--- src/rtl/spgd_pkg.sv ---
// Shared definitions for the SPGD measurement sequencer and the SPGD update logic.
package spgd_pkg;

   localparam int ADC_WIDTH_DEF  = 12;
   localparam int TIME_WIDTH_DEF = 32;
   localparam int WD_MARGIN_DEF  = 16;

   typedef enum logic [3:0] {
      ST_IDLE,
      ST_SETTLE_P,
      ST_AVG_P,
      ST_CAP_P,
      ST_CLEAR,
      ST_SETTLE_M,
      ST_AVG_M,
      ST_CAP_M,
      ST_REPORT
   } seq_state_t;

endpackage

--- src/rtl/seq_timer.sv ---
// Clearable up-counter with an equality compare against a target value.
module seq_timer #(
   parameter int WIDTH = 33
) (
   input  logic             CLK,
   input  logic             RESETN,
   input  logic             CLR,
   input  logic [WIDTH-1:0] TARGET,
   output logic             EQ
);

   logic [WIDTH-1:0] count;

   always_ff @(posedge CLK) begin
      if (!RESETN || CLR)
         count <= '0;
      else
         count <= count + 1'b1;
   end

   assign EQ = (count == TARGET);

endmodule

--- src/rtl/spgd_measure_sequencer.sv ---
// Sequences one +delta / -delta metric measurement and reports delta_j = j_plus - j_minus.
//
// state     | meaning
// ----------+-----------------------------------------------------------
// IDLE      | waiting for START, config latched on acceptance
// SETTLE_P  | +delta applied, waiting max(settle,1) cycles
// AVG_P     | averager running for +delta, watchdog armed
// CAP_P     | averager output valid, captured into J_PLUS
// CLEAR     | averager cleared for one cycle, sign switched to -delta
// SETTLE_M  | -delta applied, waiting max(settle,1) cycles
// AVG_M     | averager running for -delta, watchdog armed
// CAP_M     | averager output valid, captured into J_MINUS
// REPORT    | DELTA_J computed, RESULT_VALID pulsed on exit
module spgd_measure_sequencer
   import spgd_pkg::*;
#(
   parameter int ADC_WIDTH       = ADC_WIDTH_DEF,
   parameter int TIME_DATA_WIDTH = TIME_WIDTH_DEF,
   parameter int WD_MARGIN       = WD_MARGIN_DEF
) (
   input  logic                       CLK,
   input  logic                       RESETN,
   input  logic                       START,
   input  logic                       ABORT,
   input  logic [TIME_DATA_WIDTH-1:0] SETTLE_CYCLES,
   input  logic [TIME_DATA_WIDTH-1:0] AVG_CYCLES,
   output logic                       AVG_EN,
   output logic [TIME_DATA_WIDTH-1:0] AVG_TIME,
   input  logic                       AVG_DONE,
   input  logic [ADC_WIDTH-1:0]       AVG_DATA,
   output logic                       PERT_APPLY,
   output logic                       PERT_SIGN,
   output logic                       BUSY,
   output logic [ADC_WIDTH-1:0]       J_PLUS,
   output logic [ADC_WIDTH-1:0]       J_MINUS,
   output logic [ADC_WIDTH:0]         DELTA_J,
   output logic                       RESULT_VALID,
   output logic                       ERROR
);

   localparam int TW1 = TIME_DATA_WIDTH + 1;

   seq_state_t                 state, state_nxt;
   logic [TIME_DATA_WIDTH-1:0] settle_lat, avg_lat;
   logic [TW1-1:0]             settle_tgt, wd_limit, wd_tgt, tmr_tgt;
   logic                       tmr_clr, tmr_eq, wd_trip;

   // Timer compares against N-1 because it reads 0 on the first cycle of a state.
   assign settle_tgt = (settle_lat == '0) ? '0 : ({1'b0, settle_lat} - TW1'(1));
   assign wd_limit   = {1'b0, avg_lat} + TW1'(WD_MARGIN);
   assign wd_tgt     = (wd_limit == '0) ? '0 : (wd_limit - TW1'(1));
   assign tmr_tgt    = (state == ST_SETTLE_P || state == ST_SETTLE_M) ? settle_tgt : wd_tgt;
   assign tmr_clr    = (state == ST_IDLE) || (state_nxt != state);

   seq_timer #(.WIDTH(TW1)) u_timer (
      .CLK    (CLK),
      .RESETN (RESETN),
      .CLR    (tmr_clr),
      .TARGET (tmr_tgt),
      .EQ     (tmr_eq)
   );

   always_comb begin
      state_nxt = state;
      wd_trip   = 1'b0;
      AVG_EN    = 1'b0;
      case (state)
         ST_IDLE:     if (START) state_nxt = ST_SETTLE_P;
         ST_SETTLE_P: if (tmr_eq) state_nxt = ST_AVG_P;
         ST_AVG_P: begin
            AVG_EN = 1'b1;
            if (AVG_DONE) state_nxt = ST_CAP_P;
            else if (tmr_eq) begin
               state_nxt = ST_IDLE;
               wd_trip   = 1'b1;
            end
         end
         ST_CAP_P: begin
            AVG_EN    = 1'b1;
            state_nxt = ST_CLEAR;
         end
         ST_CLEAR:    state_nxt = ST_SETTLE_M;
         ST_SETTLE_M: if (tmr_eq) state_nxt = ST_AVG_M;
         ST_AVG_M: begin
            AVG_EN = 1'b1;
            if (AVG_DONE) state_nxt = ST_CAP_M;
            else if (tmr_eq) begin
               state_nxt = ST_IDLE;
               wd_trip   = 1'b1;
            end
         end
         ST_CAP_M: begin
            AVG_EN    = 1'b1;
            state_nxt = ST_REPORT;
         end
         ST_REPORT:   state_nxt = ST_IDLE;
         default:     state_nxt = ST_IDLE;
      endcase
      if (ABORT) begin
         state_nxt = ST_IDLE;
         wd_trip   = 1'b0;
      end
   end

   always_ff @(posedge CLK) begin
      if (!RESETN) begin
         state        <= ST_IDLE;
         settle_lat   <= '0;
         avg_lat      <= '0;
         J_PLUS       <= '0;
         J_MINUS      <= '0;
         DELTA_J      <= '0;
         RESULT_VALID <= 1'b0;
         ERROR        <= 1'b0;
      end else begin
         state        <= state_nxt;
         RESULT_VALID <= 1'b0;
         ERROR        <= wd_trip;
         if (!ABORT) begin
            case (state)
               ST_IDLE: begin
                  if (START) begin
                     settle_lat <= SETTLE_CYCLES;
                     avg_lat    <= AVG_CYCLES;
                  end
               end
               ST_CAP_P:  J_PLUS  <= AVG_DATA;
               ST_CAP_M:  J_MINUS <= AVG_DATA;
               ST_REPORT: begin
                  DELTA_J      <= $signed({J_PLUS[ADC_WIDTH-1], J_PLUS})
                                - $signed({J_MINUS[ADC_WIDTH-1], J_MINUS});
                  RESULT_VALID <= 1'b1;
               end
               default: ;
            endcase
         end
      end
   end

   assign AVG_TIME   = avg_lat;
   assign BUSY       = (state != ST_IDLE);
   assign PERT_APPLY = (state != ST_IDLE);
   assign PERT_SIGN  = (state == ST_CLEAR) || (state == ST_SETTLE_M) || (state == ST_AVG_M)
                    || (state == ST_CAP_M) || (state == ST_REPORT);

endmodule

--- config.mk ---
export PLATFORM = sky130hd
export DESIGN_NAME = spgd_measure_sequencer
export DESIGN_NICKNAME = d
export VERILOG_FILES = /design/src/rtl/spgd_pkg.sv /design/src/rtl/seq_timer.sv /design/src/rtl/spgd_measure_sequencer.sv
export SDC_FILE = /design/constraint.sdc
export NUM_CORES = 1
export LEC_CHECK = 0
export BUFFER_PORTS_ARGS = -buffer_cell sky130_fd_sc_hd__buf_2
export CAP_MARGIN = 20
export CELL_PAD_IN_SITES_DETAIL_PLACEMENT = 0
export CELL_PAD_IN_SITES_GLOBAL_PLACEMENT = 1
export CORE_UTILIZATION = 41
export CTS_CLUSTER_DIAMETER = 40
export DETAILED_ROUTE_END_ITERATION = 6
export PLACE_DENSITY = 0.91
export SLEW_MARGIN = 20
export SYNTH_ARGS = -nofsm -noshare
export SYNTH_HDL_FRONTEND = slang
export SYNTH_HIERARCHICAL = 1
export SYNTH_SLANG_ARGS = --single-unit
export TNS_END_PERCENT = 20
--- constraint.sdc ---
create_clock -name CLK -period 6.9 [get_ports CLK]
set_clock_uncertainty 0.15 [all_clocks]
set_input_delay 0.69 -clock CLK [delete_from_list [all_inputs] [get_ports CLK]]
set_output_delay 0.69 -clock CLK [all_outputs]
set_load 0.1 [all_outputs]
==> results of run 1 <==
-- area by class of cell --
cell class / count / area (um2)
fillers: 2085 / 10300
multi-input cells: 905 / 5380
flip-flops and latches: 140 / 2800
repair buffers: 168 / 873
clock buffers: 25 / 495
well taps: 270 / 338
inverters: 32 / 120
clock inverters: 6 / 109
-- worst min-delay path by stage --
stage / start / to
finish: DELTA_J[6] / DELTA_J[6]
global placement: DELTA_J[5] / DELTA_J[5]
detailed placement: DELTA_J[6] / DELTA_J[6]
global route: DELTA_J[2] / DELTA_J[2]
CTS: DELTA_J[6] / DELTA_J[6]
floorplan: settle_lat[1] / settle_lat[1]
-- power by group --
part	leakage [nW]	internal, mW	switching [mW]
sequential	1.13	0.826	0.0319
clock	0.297	0.605	0.346
combinational	2.45	0.116	0.218
total	3.88	1.55	0.596
-- metal layers --
layer  vias to the layer above  wire length (um)
li1                       4217                 -
met1                      3953             10800
met2                       249             11600
met3                        28              1750
met4                         2               438
met5                         -                13
-- cells in the final DEF, fill, tap and decap left out, types with 30 or more instances in the layout --
cell type    n
buf_2      155
a21oi_1    126
xor2_1      54
dfxtp_1    140
o21ai_0     30
xnor2_1     74
nor2_1      67
inv_1       31
nand3_1     34
nor3_1      31
o22ai_1     30
nand2_1    243
-- worst max-delay path: stages (launching register included) --
cell	delay, ns
dfxtp_1	0.52
ha_1	0.29
nand4_4	0.17
or4_4	0.63
or3_4	0.42
a2111oi_4	0.37
o21a_1	0.19
and4bb_1	0.22
a21o_1	0.16
buf_4	0.30
o22ai_1	0.17
xor2_1	0.17
nor4_1	0.36
nand4_1	0.16
nor3_1	0.51
nand2_1	0.14
o31ai_1	0.09
o21ai_0	0.10
nand2_1	0.12
nor2_1	0.06
a2111o_1	0.39
nand2b_1	0.16
buf_4	0.20
nor2_1	0.10
nand4_1	0.09
o21ai_0	0.10
-- logic make-up (layout without fill, tap and decap cells) --
logic type                 Yosys count  count (layout)
xor gates and xnor gates           128             128
DFF                                140             140
and+or+nand+nor                    516             516
AOI/OAI and AO/OA                  234             234
adders and majority gates           18              18
buffers and inverters              105             231
muxes                                9               9
-- Yosys cell counts, drive strengths merged (2+ instances only) --
cell     number
nand2b        7
dfxtp       140
nand2       244
nand3b        4
ha           17
inv          32
nor3b         2
and3         10
or2           6
or3b          2
nand4b        2
nor4         27
mux2i         8
and4          3
nand4        16
clkbuf       51
nor3         31
and2          6
o21ai        31
a2111oi       5
or4          16
a211oi        3
buf          22
o22ai        30
o211ai        3
a311oi        3
xnor2        74
nor2b         7
a32oi         2
nand3        38
xor2         54
nor2         67
o22a          3
a21o          3
or3          25
a31oi         5
a21oi       126
o31ai        10
-- flip-flops by register name (all words and copies together), names as in the netlist --
name and count:
settle_lat 32, u_timer/count 33, J_PLUS 12, AVG_TIME 32, RESULT_VALID 1, DELTA_J 13
ERROR 1, J_MINUS 12, state 4
-- stage by stage --
step                      hold slack [ns]  cell area (um2)  setup WS [ns]  util [%]  power [mW]
after floorplan                     0.299             8630          0.608         -        1.12
after global placement              0.288             9510          0.784      46.6        1.20
after detailed placement            0.296             9510          0.671      46.6        1.21
after CTS                           0.305            10100          0.625      49.5        2.16
after global routing                0.324            10100          0.133      49.5        2.23
final                               0.310            10100          0.490      49.5        2.14
==> results list, run 1 <==
* Result of the run: finished, final reports clean
- Final critical-path required period: 6.41 ns
- Nature of the critical path startpoint: register
* TritonCTS sink count: 140
- Yosys attributes the largest share of cell area to dfxtp_1 (32%), nand2_1 (11%), xnor2_1 (7.5%), a21oi_1 (7.3%), xor2_1 (5.5%).
* Setup Total Neg Slack: 0 ns
* Clock latency of the later-clocked register in the worst-skew pair: 0.43 ns
- In this run the worst setup path terminates at u_timer/count[23].
- Share of the yosys chip area belonging to registers: 32.5%
- The total count of max-transition violations in the final report is 0.
* Number of placement rows: 52
- In this run the vertical extent of the chip is 147 um.
- Synth Area in Adders: 2.70%
* Number of antenna-violating nets in the routed design: 0
* Global routing met3 resource utilization: 7.27%
- Die W: 147 um
- Share of layout cells above drive strength 1: 17.7%
* Wire length of the first global-routing pass: 40.2 mm
- The worst hold path passes through 2 cells.
- Number of placed instances with taps included: 1,515
- R2r endpoint: u_timer/count[23]
- During synthesis, Yosys emitted a total of 6 warnings.
* CP Max Fanout: 29
- Number of cells on the worst reg-to-reg path: 25
- Critical path start-end classification: register to register
- At the end of the flow, the number of nets in the layout was 1,363.
* Endpoint required time on the critical path: 7.11 ns
- For met2 alone, demand over resource in global routing was 38.3%.
* Global Route met1 Usage: 28.2%
- The die covers 21,600 um2.
* Final Instance Count excl. Fillers: 1,546
- Total congestion overflow after global routing: 0
- Compound-cell area share of the yosys netlist: 16.2%
* Pin slew with the least headroom to its limit: 1.01 ns
* Power density relative to cell area: 212 nW/um2
- Global routing used 23.1% of the available tracks across all layers.
- The H-tree was split into 4 levels.
- Summing the areas of all xor and xnor instances in the mapped netlist gives 13.0% of the synthesized area.
* Final RePlAce weighted congestion: 0.885
- Post-synth net total: 1,249
- The synthesized design contains 140 register bits.
* Largest family of logic cells by synthesized area: simple AND/OR/NAND/NOR gates
- In this run, synthesis inferred 0 flip-flops with an integrated enable.
* Routed via count divided by cell count: 5.47
* Area share of the largest cell type after synthesis: 32.5%
- A synthesized cell averages 7.50 um2.
- Maximum clock frequency: 156 MHz
- Number of antenna diodes: 0
- In the synthesized netlist, mux cells make up 1.06% of the area.
- I/O Buffers: 155
- Busiest metal layer after global routing: met2
- Headroom to the max-slew limit: 32.7%
- In this run the critical register-to-register path is launched from AVG_TIME[5].
* Via count of the routed design: 8,449
- The worst setup path is captured at a register.
- The initial utilization of the core area, before any placement, comes to 42.2%.
* Cell area after synthesis: 8630 um2
- Core Footprint: 20,400 um2
- Routed length per placed instance: 15.9 um
- Share of synthesized registers carrying an async set or reset: 0%
- Tracing the worst setup path back leads to its startpoint at AVG_TIME[5].
- Lkg Pwr: 3.88 nW
- Number of buffers on the longest clock path: 2
- Routed wire length: 24.6 mm
- Resize count post-CTS: 0
- The cell sitting at the root of the clock tree is a clkbuf_16.
* Finish-stage setup viols: 0
- Clock-pin slew was measured on the worst setup and hold paths at 0.06 ns.
* Area delta synth->final: 17.3%
* Synth Area in Simple Gates: 29.2%
- Final period utilization: 92.9%
- Setup repair after global routing missed its margin: no
- TritonCTS built the clock tree.
- Placed wire-length estimate after detailed placement: 17.8 mm
- Data arrives at the worst endpoint at 6.62 ns.
- Worst R2R Setup Slack: 0.49 ns
- Number of I/O pins: 156
* Vias in the first global route: 7,976
- For this run, design rule violations remaining after detail routing come to 0.
* Count of mapped cells out of synthesis: 1,150
- Number of antenna violations at the first check in global routing: 1
- The number of endpoints with negative hold slack in the final report is 0.
- Flip-flop cell with the highest count after synthesis: dfxtp_1
- The first detailed-routing pass took 5 iterations.
- After clock tree synthesis, the setup repair step added 0 buffers.
* Worst vdd ir: 0.160 mV
- Maximum number of pins on one net before global-route repair: 79
* Hold-fix buffers, CTS: 0
- Library cell with the largest summed area after synthesis: dfxtp_1
- Type of the tightest min-delay check: register to register
* Post-synth cell types: 70
* Total clock buffers created by CTS: 17
- The tool flagged a number of max-cap violations equal to 0.
- For this block, the initial DRC count from the detailed router was 637.
No activity file was read; power rests on OpenSTA's default activity.
==> run 2, diff against run 1 <==
--- a/config.mk
+++ b/config.mk
@@ -9,6 +9,7 @@
 export CAP_MARGIN = 20
 export CELL_PAD_IN_SITES_DETAIL_PLACEMENT = 0
 export CELL_PAD_IN_SITES_GLOBAL_PLACEMENT = 1
+export CORE_ASPECT_RATIO = 1.5
 export CORE_UTILIZATION = 41
 export CTS_CLUSTER_DIAMETER = 40
 export DETAILED_ROUTE_END_ITERATION = 6
==> run 2 against run 1 <==
Effect of this change: clock power is 7% higher; sequential power hardly changed; sequential share of layout area is 0.16 points lower; via count is 0.75% higher; global-route usage is 0.92 points higher; critical path type unchanged; non-clock buffer count is 1 lower; worst setup slack better by 0.018 ns; routed wire length is 4.0% higher; register-to-register slack better by 0.02 ns; critical path depth is 1 lower; critical endpoint is now u_timer/count[5].
==> results list, run 2 (synthesis results as in run 1) <==
- The fraction of final layout cells sized beyond drive strength 1 came to 18.2% (+0.47 points).
* Total die area: 21,600 um2 (about the same)
* Reported max-cap violation count: 0 (unchanged)
- The post-layout instance area is 10,200 um2 (+0.58%).
- The min-delay analysis places its worst path in the category register to register.
* Area delta synth->final: 18.0%
* Maximum clock frequency: 156 MHz (+0.28%)
* Nets@finish: 1,362 (-0.073%)
- Routed via count divided by cell count: 5.53 (+1.1%)
- Most common cell after layout, fill and taps aside: nand2_1
- Most frequent cells in the layout: nand2_1 (243), buf_2 (155), dfxtp_1 (140)
* Die Span Y: 180 um (+22%)
- The clock insertion delay at the later pin of the skew report is 0.42 ns (about the same).
- The power density normalized to cell area is 218 nW/um2 (+3.2%).
- The total wire length came to 25.6 mm (+4.0%).
* Initial core utilization: 42.1% (-0.14 points)
- The post-route minimum period came to 6.39 ns (-0.0179 ns).
- The cell area after placement came to 9510 um2 (about the same).
- Launching point of the worst reg2reg path: AVG_TIME[5]
* Critical path start-end classification: register to register
* Detailed Routing Iterations Pass 1: 5 (unchanged)
* Lkg Pwr: 3.89 nW (+0.43%)
* Setup repair after global routing missed its margin: no
- The post-detailed-route DRC marker count was 0 (unchanged).
* Setup Total Neg Slack: 0 ns (unchanged)
* Worst Min Path Start: DELTA_J[4]
- The detailed-route via count was 8,512 (+0.75%).
* Total clock buffers created by CTS: 17 (unchanged)
* I/O Buffers: 155 (unchanged)
* Final RePlAce weighted congestion: 0.881 (-0.43%)
- Maximum number of pins on one net before global-route repair: 74 (-6.3%)
* CP startpoint: AVG_TIME[5]
- The tree is rooted in a clkbuf_16.
- The number of buffers on the longest clock path was 2 (unchanged).
- Endpoint required time on the critical path: 7.09 ns (-0.02 ns)
* Iteration-0 DRC Markers: 429 (-33%)
- Data arrival at the endpoint of the critical path: 6.58 ns (-0.04 ns)
- The overall routing resource usage was 24.0% (+0.92 points).
- The via count of the first global-routing pass is 8,283 (+3.8%).
* Number of antenna-violating nets in the routed design: 0 (unchanged)
* Die W: 120 um (-18%)
* Least setup slack across all paths after layout: 0.508 ns (+0.0179 ns)
* Number of I/O pins: 156 (unchanged)
- The fraction of the core area covered by cells at the end of the flow came to 49.6% (+0.12 points).
- The number of setup buffers added after CTS was 0 (unchanged).
- Max-slew violation count: 0 (unchanged)
- Total congestion overflow after global routing: 0 (unchanged)
* Number of antenna violations at the first check in global routing: 0 (-1)
* Headroom to the max-slew limit: 45.2% (+12 points)
- The antenna diode instance count came to 0 (unchanged).
- Clock edge transition at the registers on the reported setup and hold paths: 0.06 ns (about the same)
- The final HPWL from detailed placement came to 19.4 mm (+9.2%).
- Final period utilization: 92.6% (-0.26 points)
- The pre-CTS worst setup slack was 0.260 ns (-0.411 ns).
- Total design power: 2.22 mW (+3.8%)
- Endpoint kind of the worst setup timing path: register
- Routed length per placed instance: 16.6 um (+4.4%)
* Number of placement rows: 64 (+23%)
* Resize count post-CTS: 0 (unchanged)
- The largest voltage drop on the vdd net came to 0.140 mV (-13%).
- Wire length of the first global-routing pass: 41.6 mm (+3.6%)
- The flow ran to the end, and the final reports show no timing, DRC or antenna violations.
- TritonCTS clock tree: built
* Number of flip-flops under the largest register name: 33 (unchanged)
- Number of fill cells: 2,142 (+2.7%)
- The number of endpoints failing setup at the final stage was 0 (unchanged).
- Nature of the critical path startpoint: register
* CP Max Fanout: 31 (+6.9%)
- The core outline area came to 20,500 um2 (+0.34%).
* Hold-fix buffers, CTS: 0 (unchanged)
* TritonCTS sink count: 140 (unchanged)
- Pin slew with the least headroom to its limit: 0.822 ns (-0.183 ns)
- The register with the most flip-flops in the final layout is u_timer/count.
- H-tree Lvls: 4 (unchanged)
* Count of final hold-check violations: 0 (unchanged)
run 2: cell type report:
cell class                 count  area [um2]  area share (%)
clock inverter                14         215            2.11
timing repair buffer         167         878            8.63
sequential                   140        2800            27.5
inverter                      32         120            1.18
clock buffer                  18         439            4.32
multi-input combinational    905        5390            53.0
tap                          264         330            3.25
run 2: power breakdown:
part | internal [mW] | switching, mW
clock | 0.652 | 0.370
combinational | 0.116 | 0.226
sequential | 0.826 | 0.0327
run 2: final timing paths:
| check | end | slack, ns | cells after the start |
|---|---|---|---|
| setup / recovery | u_timer/count[5] | 0.51 | 24 |
| hold / removal | DELTA_J[4] | 0.31 | 2 |
| setup reg to reg | u_timer/count[5] | 0.51 | 24 |
| hold reg to reg | DELTA_J[4] | 0.31 | 2 |
run 2: metrics by stage:
stage                     hold WS (ns)  instances
final                            0.305       1540
after detailed placement         0.296       1507
after global placement           0.286       1507
after global routing             0.332       1540
after floorplan                  0.299       1150
after CTS                        0.309       1539
run 2: worst max-delay path: stages (launching register included):
cell and delay (ns):
dfxtp_1 0.51, ha_2 0.42, nand4_4 0.19, or4_4 0.63
or3_4 0.43, a2111oi_4 0.38, o21a_1 0.18, and4bb_1 0.22
a21o_1 0.16, buf_12 0.19, nor3_1 0.06, or3b_1 0.36
xor2_1 0.15, nor4_1 0.28, nand3_1 0.13, nor3_2 0.34
nand2_1 0.13, o31ai_1 0.08, o21ai_0 0.10, nand2_1 0.12
nor2_1 0.06, a2111o_1 0.39, nand2b_1 0.21, buf_4 0.26
a21oi_1 0.16
run 2: per-layer routing:
layer  up-vias  track usage (%)  routed length, um
met5         -                0                  0
met4         0             9.78                801
met3        53             5.62               1430
met2       235             44.2              13400
met1      4008             25.9               9940
li1       4216                -                  -
